$ cat config.mk
export PLATFORM = sky130hd
export DESIGN_NAME = icache_direct_mapped
export DESIGN_NICKNAME = d
export VERILOG_FILES = /design/src/rtl/icache_direct_mapped.sv
export SDC_FILE = /design/constraint.sdc
export NUM_CORES = 1
export LEC_CHECK = 0
export BUFFER_PORTS_ARGS = -buffer_cell sky130_fd_sc_hd__buf_2
export CORE_MARGIN = 2
export CORE_UTILIZATION = 55
export CTS_CLUSTER_DIAMETER = 40
export DETAILED_ROUTE_END_ITERATION = 10
export GPL_ROUTABILITY_DRIVEN = 0
export PLACE_DENSITY = 0.74
export SETUP_SLACK_MARGIN = 0.1
export SYNTH_ARGS = -nofsm -noshare
export SYNTH_HDL_FRONTEND = slang
export SYNTH_SLANG_ARGS = --single-unit
export TNS_END_PERCENT = 50
$ cat constraint.sdc
create_clock -name clk -period 16.5 [get_ports clk]
set_input_delay 2.475 -clock clk [delete_from_list [all_inputs] [get_ports clk]]
set_output_delay 2.475 -clock clk [all_outputs]
set_load 0.02 [all_outputs]
$ cat src/rtl/icache_direct_mapped.sv
// Read-only direct-mapped instruction cache: 0-cycle hits, blocking single-block refill on miss.
// Define ICACHE_PERF_EN to add saturating perf_hits / perf_misses counters.
module icache_direct_mapped #(
  parameter int NUM_BLOCKS = 8,
  parameter int WORDS      = 4
) (
  input  logic          clk,
  input  logic          rst,
  input  logic          proc_read,
  input  logic          proc_write,
  input  logic [29:0]   proc_addr,
  input  logic [31:0]   proc_wdata,
  output logic [31:0]   proc_rdata,
  output logic          proc_stall,
  output logic          mem_read,
  output logic          mem_write,
  output logic [27:0]   mem_addr,
  output logic [32*WORDS-1:0] mem_wdata,
  input  logic [32*WORDS-1:0] mem_rdata,
  input  logic          mem_ready
`ifdef ICACHE_PERF_EN
  ,
  output logic [31:0]   perf_hits,
  output logic [31:0]   perf_misses
`endif
);

  localparam int IDX_W  = $clog2(NUM_BLOCKS);
  localparam int TAG_W  = 28 - IDX_W;
  localparam int LINE_W = 32 * WORDS;

  typedef enum logic [1:0] {IDLE, FETCH, FILL} state_t;

  state_t                  state;
  logic [NUM_BLOCKS-1:0]   valid;
  logic [TAG_W-1:0]        tags  [NUM_BLOCKS];
  logic [LINE_W-1:0]       lines [NUM_BLOCKS];
  logic [31:0]             rdata_q;

  logic [IDX_W-1:0]        idx;
  logic [IDX_W-1:0]        fill_idx;
  logic [TAG_W-1:0]        tag;
  logic [1:0]              off;
  logic                    hit;
  logic                    miss;
  logic [LINE_W-1:0]       cur_line;
  logic [31:0]             cur_word;

  // Writes are not supported; these inputs exist only for port compatibility.
  logic unused_inputs;
  assign unused_inputs = proc_write ^ (^proc_wdata);

  assign idx      = proc_addr[IDX_W+1:2];
  assign tag      = proc_addr[29:IDX_W+2];
  assign off      = proc_addr[1:0];
  assign fill_idx = mem_addr[IDX_W-1:0];

  assign hit      = (state == IDLE) && proc_read && valid[idx] && (tags[idx] == tag);
  assign miss     = (state == IDLE) && proc_read && !hit;
  assign cur_line = lines[idx];
  assign cur_word = cur_line[{off, 5'd0} +: 32];

  assign mem_write = 1'b0;
  assign mem_wdata = '0;

  always_comb begin
    proc_rdata = rdata_q;
    if (hit || state == FILL) proc_rdata = cur_word;
  end

  assign proc_stall = miss || (state == FETCH) || (state == FILL);

  always_ff @(posedge clk) begin
    if (rst) begin
      state    <= IDLE;
      mem_read <= 1'b0;
      mem_addr <= '0;
      rdata_q  <= '0;
      valid    <= '0;
    end else begin
      rdata_q <= proc_rdata;
      case (state)
        IDLE: begin
          if (miss) begin
            state    <= FETCH;
            mem_read <= 1'b1;
            mem_addr <= proc_addr[29:2];
          end
        end
        FETCH: begin
          if (mem_ready) begin
            state           <= FILL;
            mem_read        <= 1'b0;
            valid[fill_idx] <= 1'b1;
          end
        end
        FILL:    state <= IDLE;
        default: state <= IDLE;
      endcase
    end
  end

  // Tag and data arrays need no reset: valid gates every use.
  always_ff @(posedge clk) begin
    if (!rst && state == FETCH && mem_ready) begin
      tags[fill_idx]  <= mem_addr[27:IDX_W];
      lines[fill_idx] <= mem_rdata;
    end
  end

`ifdef ICACHE_PERF_EN
  always_ff @(posedge clk) begin
    if (rst) begin
      perf_hits   <= '0;
      perf_misses <= '0;
    end else begin
      if (hit && perf_hits != 32'hFFFF_FFFF) perf_hits <= perf_hits + 32'd1;
      if (miss && perf_misses != 32'hFFFF_FFFF) perf_misses <= perf_misses + 32'd1;
    end
  end
`endif

endmodule

Yosys cells after proc, flatten, opt, wreduce, memory -nomap -nowiden
Memories as Yosys holds them, arrays and structs flattened.
Index checks and enable logic that the tools add are counted.

storage, ports and cells
  register bits after elaboration = 71
  bits in latches = 0
  bits in writable memories = 1,224
  ROM bits = 0
  bits of input ports = 195
  output and inout port bits = 191
  logic and storage cells = 48
  memories = 2

memory list
  name   words  width  rd ports  clocked after Yosys merged registers in  write ports  line  RTL
  lines  8      128    1         0                                        1            37    logic [LINE_W-1:0] lines [NUM_BLOCKS];
  tags   8      25     1         0                                        1            36    logic [TAG_W-1:0] tags [NUM_BLOCKS];

cells by class
  add/sub/neg operators = 0
  multipliers = 0
  divide/modulo/power cells = 0
  $lt $le $gt $ge = 3
  equality and inequality tests = 5
  shift-type cells = 1
  multiplexer cells = 13
  bitwise operators = 1
  reduce and logical (&&, ||, !) cells = 18

operators with widths
  operator                                                                             count
  128-bit by 8-bit variable part select with 32-bit output                             1
  32-bit two-way mux                                                                   1
  25-bit == test                                                                       1
  3-bit by 4-bit < comparator with 1-bit output, second input constant                 2
  8-bit OR                                                                             1
  1-bit logical AND                                                                    7
  1-bit two-way mux                                                                    6
  2-bit AND reduction                                                                  3
  2-bit two-way mux                                                                    2
  2-bit != test, second input constant                                                 2
  2-bit case mux with 2 select lines                                                   1
  1-bit binary-select mux with 3-bit select                                            1
  1-bit demux with 3-bit select                                                        1
  3-bit by 1-bit greater-or-equal comparator with 1-bit output, second input constant  1
  1-bit logical OR                                                                     3
  3-bit AND reduction                                                                  1
  2-bit by 1-bit == test with 1-bit output, second input constant                      1
  2-bit == test, second input constant                                                 1
  1-bit logical NOT                                                                    2
  2-bit logical NOT                                                                    1
  1-bit case mux with 2 select lines                                                   1
  2-bit nonzero test                                                                   1

Longest topological paths before layout
Gate-level depths: netlist (run 1).

  depth in word-level cells = 8
  mapped depth = 13
  depth with buffers taken out = 8

Worst setup path before layout (run 1)
Ideal clock, no wire load.

  path type = input -> register
  from = input mem_ready
  to = memory lines[0][0] in the netlist's numbering, enable pin
  library setup time = 0.855 ns
  arrival = 13.274 ns
  path slack = 2.370 ns
  stages = 3
  path buffers = 0
  path through = nand2_1 -> or3_1 -> nor3_1

between the ends
  longest elaborated chain between the ends = 3

RTL lines
  item                                     line  RTL
  from (decl)                              20    input logic mem_ready
  1-bit logical AND                        105   if (!rst && state == FETCH && mem_ready) begin
  1-bit two-way mux                        105
  1-bit two-way mux (not written as such)  107   lines[fill_idx] <= mem_rdata;
  to (decl)                                37

No other way between the ends.

Final worst setup path (run 1)
  from = input proc_addr[3]
  to = output proc_rdata[0]

between the ends
  longest elaborated chain between the ends = 6
  elaborated cells on any way between the ends = 10
  classes of those cells = eq/ne (1); shift (1); mux (3); reduce/logical (3); memory (2)

RTL lines
  item                                                             line  RTL
  from (decl)                                                      11    input logic [29:0] proc_addr,
  branches (longest 5 deep; another with memory read 8 x 128 bit)  -
  32-bit two-way mux (*)                                           68    if (hit || state == FILL) proc_rdata = cur_word;
  to (decl)                                                        13    output logic [31:0] proc_rdata,

Every way passes the cells marked *. The select of a mux whose other input is x is not followed.

==> metrics.md, run 1 <==
| Metric | Value |
|---|---|
| Area grow syn2layout | 13.52% |
| Tmin final | 10.28 ns |
| Cells after Synth | between 2k and 2.5k |
| Setup slack after layout | between 6 and 7 ns |
| First-pass GRT wire length | roughly 160 mm |
| Post-Synth Simple-Gate Area | ~1.4% |
| Main flop type after synthesis | edfxtp_1 |
| Setup-failing EPs final | 0 |
| CTS tree | done |
| Post-synth top area cell | edfxtp_1 |
| Grt ovf | 0 |
| Area of the die | ~95000 um2 |
| Fin util | 63.01% |
| Synth area leaders | edfxtp_1 (72%), mux4_2 (16%), dfxtp_1 (2.8%) |
| Yosys reg bits | roughly 1.3k |
| Largest family of logic cells by synthesized area | multiplexers |
| NetSw | ~0.0015 W |
| Multiplexer area fraction after synthesis | 19.56% |
| CP Launch Type | input port |
| Placed Area | between 50000 and 60000 um2 |
| CTS sink count | 1295 |
| Largest net degree at the start of global routing | 122 |
| Synthesized area | ~51000 um2 |
| Worst Path Required | approximately 14 ns |
| Rel. slew slack | approximately a quarter |
| Cell Int Power | ~0.0057 W |
| Inserted Clock Buffers | approximately 150 |
| Highest-count cells in the layout ignoring fill and taps | edfxtp_1 (1224), mux4_2 (356), buf_2 (219) |
| Fmax | around 97 MHz |
| Final WL | approximately 110 mm |
| Die H | ~310 um |
| Clock tree buffer depth | 3 |
| Post-synth EDFFs | between 1k and 1.5k |
| DRT Pass-1 Iters | 5 |
| Routed WL per cell | ~27 um |
| Die span in x | slightly above 300 um |
| Netlist cell types | 32 |
| Sequential share of the synthesized area | between 70 and 80% |
| Outcome | finished clean |
| Seq pwr share | between 50% and 60% |
| Commonest non-fill, non-tap cell in the layout | edfxtp_1 |
| Clock tree root driver cell | clkbuf_16 |
| Site Rows | about 110 |
| Final total power | roughly 0.0072 W |
| CP Capture Type | primary output |
| Clk Latency, worst-skew pair | approximately 0.74 ns |
| Post-synth ARST share | 0% |
| Max-slew violations | 0 |
| RSZ-0062 raised after global routing | false |
| Post-CTS resize count | 0 |
| Via-to-Cell Ratio | around 6 |
| # nets final | ~2.8k |
| Final Cell Area | 57760 um2 |
| # hold bufs at CTS | 0 |
| Detailed placement HPWL | slightly below 60 mm |
| Peak supply drop | ~0.099 mV |
| Drt first-iter violations | between 1.5k and 2k |
| Initial Util | 55.51% |
| Comb pwr share | between 4 and 5% |
| Worst-margin pin slew | 1.105 ns |
| Hold Path Class | flop to flop |
| Post-synthesis compound-gate area fraction | less than 1% |
| Critical path peak fanout | between 100 and 150 |
| Dpl ws | 6.131 ns |
| Worst path arrival time | approximately 8 ns |
| Remaining DRCs | 0 |
| Num ports | between 300 and 400 |
| Pwr dens | 125.4 nW/um2 |
| Sw frac | around a fifth |
| Clock skew | 0.02453 ns |
| Final number of hold-violating endpoints | 0 |
| Setup bufs post-CTS | 0 |
| ANT nets after route | 0 |
| Xor/xnor share of the synthesized area | less than 1% |
| CTS H-tree depth | 4 |
| Clk slew on worst S/H paths | 0.06 ns |
| Adder-Cell Fraction of Synth Area | 0% |
| DR vias | approximately 23k |
| Share of layout cells above drive strength 1 | 35.09% |
| Post-synth top area share | 72.24% |
| Number of port buffers | 223 |
| Maxcap violations | 0 |
| Average cell area after synthesis | between 20 and 25 um2 |
| Crit path kind | input port to primary output |
| Final setup TNS | 0 ns |
| Vias in the first global route | about 24k |
| Synth warn | 0 |
| GRT Resource Usage Total | about 23% |
| Tcrit/Tclk final | approximately 62% |
| Clock power frac | around 45% |
| Leak | between 15 and 20 nW |
| Initial antenna violation count | 27 |
| Core ar. | approximately 92000 um2 |
| # fillers | 6019 |
## cells in the mapped netlist (7+ instances only)
master / n
a21o_1: 8
buf_1: 7
buf_2: 66
buf_4: 137
buf_6: 7
clkbuf_1: 24
dfxtp_1: 71
edfxtp_1: 1224
mux2_2: 49
mux2_4: 28
mux2i_1: 96
mux4_2: 356
nand2_1: 128
nor2_1: 11
nor2b_1: 7
xor2_1: 23
## worst max-delay path, stage by stage
cell	delay (ns)
buf_8	0.64
buf_4	0.91
mux4_2	0.61
mux2i_1	0.23
xor2_1	0.10
nand4_1	0.15
nor4_1	0.11
nand4_1	0.17
nor2b_4	0.76
buf_4	0.74
mux2_2	0.46
buf_2	0.17
## metal layers
layer,vias up,share of wire [%],global-route usage [%]
met2,806,53,39.32
met1,12290,39,29.02
met4,34,2.0,6.375
met3,203,6.6,5.325
met5,-,0.20,0
li1,9846,-,-
## power by group through the flow
stage          clock network (W)  logic (W)  registers [W]
2_1_floorplan                  0   0.000257        0.00371
3_3_place_gp                   0   0.000346        0.00370
3_5_place_dp                   0   0.000357        0.00370
4_1_cts                  0.00332   0.000359        0.00363
5_1_grt                  0.00345   0.000381        0.00363
6_report                 0.00326   0.000353        0.00363
## area by class of cell
| type | count | area (um2) | share of cell area, % |
|---|---|---|---|
| flip-flops and latches | 1295 | 38180 | 66.10 |
| inverters | 1 | 6.256 | 0.01083 |
| diodes | 4 | 10.01 | 0.01733 |
| clock buffers | 179 | 4073 | 7.051 |
| well taps | 1186 | 1484 | 2.569 |
| repair buffers | 261 | 1455 | 2.519 |
| multi-input cells | 877 | 11610 | 20.11 |
| clock inverters | 100 | 939.7 | 1.627 |
## flip-flops by register name, indices dropped and copies added, names as in the netlist
signal / flops
state: 2
valid: 8
rdata_q: 32
tags: 200
mem_addr: 28
lines: 1024
mem_read: 1
## cells by family (layout without fill, tap and decap cells)
logic type      count (synthesis)  in the layout
flops                        1295           1295
mux                           529            529
buf+inv                       246            541
simple gates                  169            169
compound gates                 25             25
xor+xnor                       25             25
other cells                     1            133
## path summary, 6_finish.rpt
path	startpoint	end	slack, ns	cells past startpoint
max reg2reg	state[0]$_SDFFE_PP0P_	lines[5][90]$_DFFE_PP_	12.79	7
min	valid[6]$_SDFFE_PP0P_	valid[6]$_SDFFE_PP0P_	0.45	1
max	proc_addr[3]	proc_rdata[0]	6.22	12
min reg2reg	valid[6]$_SDFFE_PP0P_	valid[6]$_SDFFE_PP0P_	0.45	1
## per-stage QoR
step | hold WS [ns] | instances
after floorplan | 0.4211 | 2418
after global placement | 0.4290 | 3620
after detailed placement | 0.4351 | 3620
after CTS | 0.4486 | 3899
after global routing | 0.4664 | 3901
final | 0.4469 | 3903
(Power assumes the default switching activity.)
==> inputs of run 2 (changes only) <==
- ABC_AREA: unset -> 1
- clock period: 16.5 -> 10.51 ns (I/O delays scaled with it)
==> metrics.md, run 2 <==
| Metric | Value |
|---|---|
| Outcome | finished clean (unchanged) |
| Post-synth EDFFs | 1224 (unchanged) |
| Multi-input logic area | 11670 um2 (was 11610 um2) |
| Pwr dens | 194.3 nW/um2 (was 125.4 nW/um2) |
| Clock power frac | 44.0% (was 45.0%) |
| Vias in the first global route | 32.03k (was 24.39k) |
| Cell Int Power | 0.008851 W (was 0.005700 W) |
| RSZ-0062 raised after global routing | false (unchanged) |
| Drt first-iter violations | 4160 (was 1671) |
| Peak supply drop | 0.1718 mV (was 0.09852 mV) |
| Leak | 20.85 nW (was 19.63 nW) |
| Cell with the most instances after synthesis | edfxtp_1 (unchanged) |
| Synthesized area | 52330 um2 (was 50880 um2) |
| Sw frac | 22.54% (was 21.33%) |
| Inserted Clock Buffers | 148 (was 153) |
| Synth area leaders | edfxtp_1 (70%), o21ai_0 (5.2%), nor2_1 (4.7%) (was edfxtp_1 (72%), mux4_2 (16%), dfxtp_1 (2.8%)) |
| Highest-count cells in the layout ignoring fill and taps | edfxtp_1 (1224), nor2_1 (652), o21ai_0 (539) (was edfxtp_1 (1224), mux4_2 (356), buf_2 (219)) |
| Hold Path Stages | 2 (was 1) |
| CTS sink count | 1295 (unchanged) |
| Hold Path Class | flop to flop (unchanged) |
| DRT Pass-1 Iters | 5 (unchanged) |
| Die span in x | 312.5 um (was 308.1 um) |
| Busiest grt layer | met2 (unchanged) |
| Die H | 312.5 um (was 308.1 um) |
| Average cell area after synthesis | 12.36 um2 (was 22.22 um2) |
| CP Capture Type | primary output (unchanged) |
| CTS H-tree depth | 4 (unchanged) |
| Critical path peak fanout | 148 (was 109) |
| Sequential share of the synthesized area | 72.96% (was 75.04%) |
| Reg2Reg Depth | 8 (was 7) |
| Synth warn | 0 (unchanged) |
| Commonest cells post-synth | edfxtp_1 (1224), nor2_1 (660), o21ai_0 (539), nand2_1 (410), nand3_1 (343) (was edfxtp_1 (1224), mux4_2 (356), buf_4 (137), nand2_1 (128), mux2i_1 (96)) |
| Area of the die | 97630 um2 (was 94950 um2) |
| Post-synth ARST share | 0% (unchanged) |
| Comb pwr share | 5.9% (was 4.9%) |
| Initial antenna violation count | 38 (was 27) |
| Setup-failing EPs final | 0 (unchanged) |
| Biggest regs | lines: 1024 flops, tags: 200 flops, rdata_q: 32 flops (unchanged) |
| Tcrit/Tclk final | a little under three quarters |
| Seq pwr share | 50.0% (was 50.2%) |
| Netlist cell types | 23 (was 32) |
| Clock tree root driver cell | clkbuf_16 (unchanged) |
| Area grow syn2layout | 12.40% (was 13.52%) |
| Met3 Usage GRT | 6.277% (was 5.325%) |
| GRT Resource Usage Total | 26.97% (was 22.75%) |
| Post-synth top area share | 70.24% (was 72.24%) |
| Final WL | 133.0 mm (was 105.3 mm) |
| Remaining DRCs | 0 (unchanged) |
| DR vias | 34.16k (was 23.17k) |
| Initial Util | 55.32% (was 55.51%) |
| Detailed placement HPWL | 69.11 mm (was 57.71 mm) |
| Worst path arrival time | 5.94 ns (was 7.81 ns) |
| Crit path kind | input port to primary output (unchanged) |
| NetSw | 0.002576 W (was 0.001545 W) |
| Grt ovf | 0 (unchanged) |
| GR Layer Usage met1 | 37.34% (was 29.02%) |
| Final number of hold-violating endpoints | 0 (unchanged) |
| Setup slack after layout | 2.997 ns (was 6.219 ns) |
| # fillers | 6912 (was 6019) |
| Setup bufs post-CTS | 0 (unchanged) |
| Largest net degree at the start of global routing | 243 (was 122) |
| Clock tree buffer depth | 3 (unchanged) |
| Worst-margin pin slew | 1.184 ns (was 1.105 ns) |
| Fmax | roughly 130 MHz |
| Cells after Synth | 4234 (was 2290) |
| # hold bufs at CTS | 0 (unchanged) |
| Site Rows | 113 (was 111) |
| CTS tree | done (unchanged) |
| Clock skew | 0.03005 ns (was 0.02453 ns) |
| # nets final | 4559 (was 2784) |
| Met2 GRT Util | 42.35% (was 39.32%) |
| Commonest non-fill, non-tap cell in the layout | edfxtp_1 (unchanged) |
| Share of layout cells above drive strength 1 | 11.24% (was 35.09%) |
| Number of port buffers | 223 (unchanged) |
| Clk slew on worst S/H paths | 0.06 ns (about the same) |
| Dpl ws | 3.065 ns (was 6.131 ns) |
| Main flop type after synthesis | edfxtp_1 (unchanged) |
| Core ar. | 94590 um2 (was 91660 um2) |
| FF+latch area | 38180 um2 (unchanged) |
| Maxcap violations | 0 (unchanged) |
| Most flops, register | lines (unchanged) |
| Post-CTS resize count | 0 (unchanged) |
| Clk Latency, worst-skew pair | 0.75 ns (was 0.74 ns) |
| Worst Path Required | 8.93 ns (was 14.03 ns) |
| Num ports | 386 (unchanged) |
| Via-to-Cell Ratio | 5.921 (was 5.937) |
| Final setup TNS | 0 ns (unchanged) |
| ANT nets after route | 0 (unchanged) |
| Post-synth top area cell | edfxtp_1 (unchanged) |
| First-pass GRT wire length | 197.6 mm (was 156.9 mm) |
| Rel. slew slack | 21.09% (was 26.32%) |
| CP Launch Type | input port (unchanged) |
| Yosys reg bits | 1295 (unchanged) |
| Max-slew violations | 0 (unchanged) |
| Tmin final | 7.513 ns |
| Routed WL per cell | 23.05 um (was 26.97 um) |
| Largest register FFs | 1024 (unchanged) |
==> run 2: worst paths after layout <==
path / start / endpoint / slack [ns]
setup / recovery: proc_addr[2] / proc_rdata[24] / 3.00
hold / removal: valid[0]$_SDFFE_PP0P_ / valid[0]$_SDFFE_PP0P_ / 0.46
setup reg to reg: state[0]$_SDFFE_PP0P_ / lines[6][92]$_DFFE_PP_ / 6.62
hold reg to reg: valid[0]$_SDFFE_PP0P_ / valid[0]$_SDFFE_PP0P_ / 0.46
==> run 2: through the flow <==
step           instance area (um2)  util (%)  hold slack (ns)  instances  power (W)
2_1_floorplan                52810         -           0.4231       4362   0.006273
6_report                     58820     62.19           0.4567       5768    0.01143
3_5_place_dp                 53900     56.98           0.4419       5479   0.006491
4_1_cts                      58770     62.14           0.4571       5750    0.01146
3_3_place_gp                 53900     56.98           0.4335       5479   0.006474
5_1_grt                      58800     62.16           0.4861       5760    0.01175
==> run 2: area by class of cell <==
| cell class | instances | area share (%) |
|---|---|---|
| timing repair buffer | 266 | 2.691 |
| clock inverter | 92 | 1.527 |
| multi-input combinational | 2422 | 19.84 |
| inverter | 231 | 1.504 |
| antenna | 18 | 0.07658 |
| tap | 1265 | 2.691 |
| sequential | 1295 | 64.91 |
| clock buffer | 179 | 6.762 |
==> run 2: logic make-up (layout without fill, tap and decap cells) <==
family,Yosys count,in the layout,share of synthesized area [%]
other cells,1,147,0.007166
simple gates,1417,1417,11.01
flops,1295,1295,72.96
compound gates,876,876,10.24
buf+inv,645,768,5.791
==> run 2: layer usage <==
layer,up-vias,wire [um]
met4,20,3568
li1,15380,-
met3,257,14410
met5,-,126
met1,16640,52220
met2,1853,62650
==> run 2: power by group through the flow <==
stage	clock network, W	logic [W]	registers [W]
floorplan	0	0.000436	0.00584
global placement	0	0.000651	0.00582
detailed placement	0	0.000666	0.00582
CTS	0.00508	0.000670	0.00572
global route	0.00529	0.000739	0.00572
finish	0.00503	0.000678	0.00572
==> run 2: critical path: stages <==
cell	delay, ns
buf_8	0.26
inv_8	0.73
buf_4	0.55
nand2_1	0.09
nand3_1	0.08
nand3_1	0.11
nand3_1	0.18
nand2_1	0.07
inv_1	0.05
nand2_1	0.05
nor2_1	0.08
nand2_1	0.09
nor2_1	0.21
nand2_4	0.24
nand2_2	0.68
nand2_1	0.34
nand2_1	0.18
inv_1	0.04
buf_2	0.15
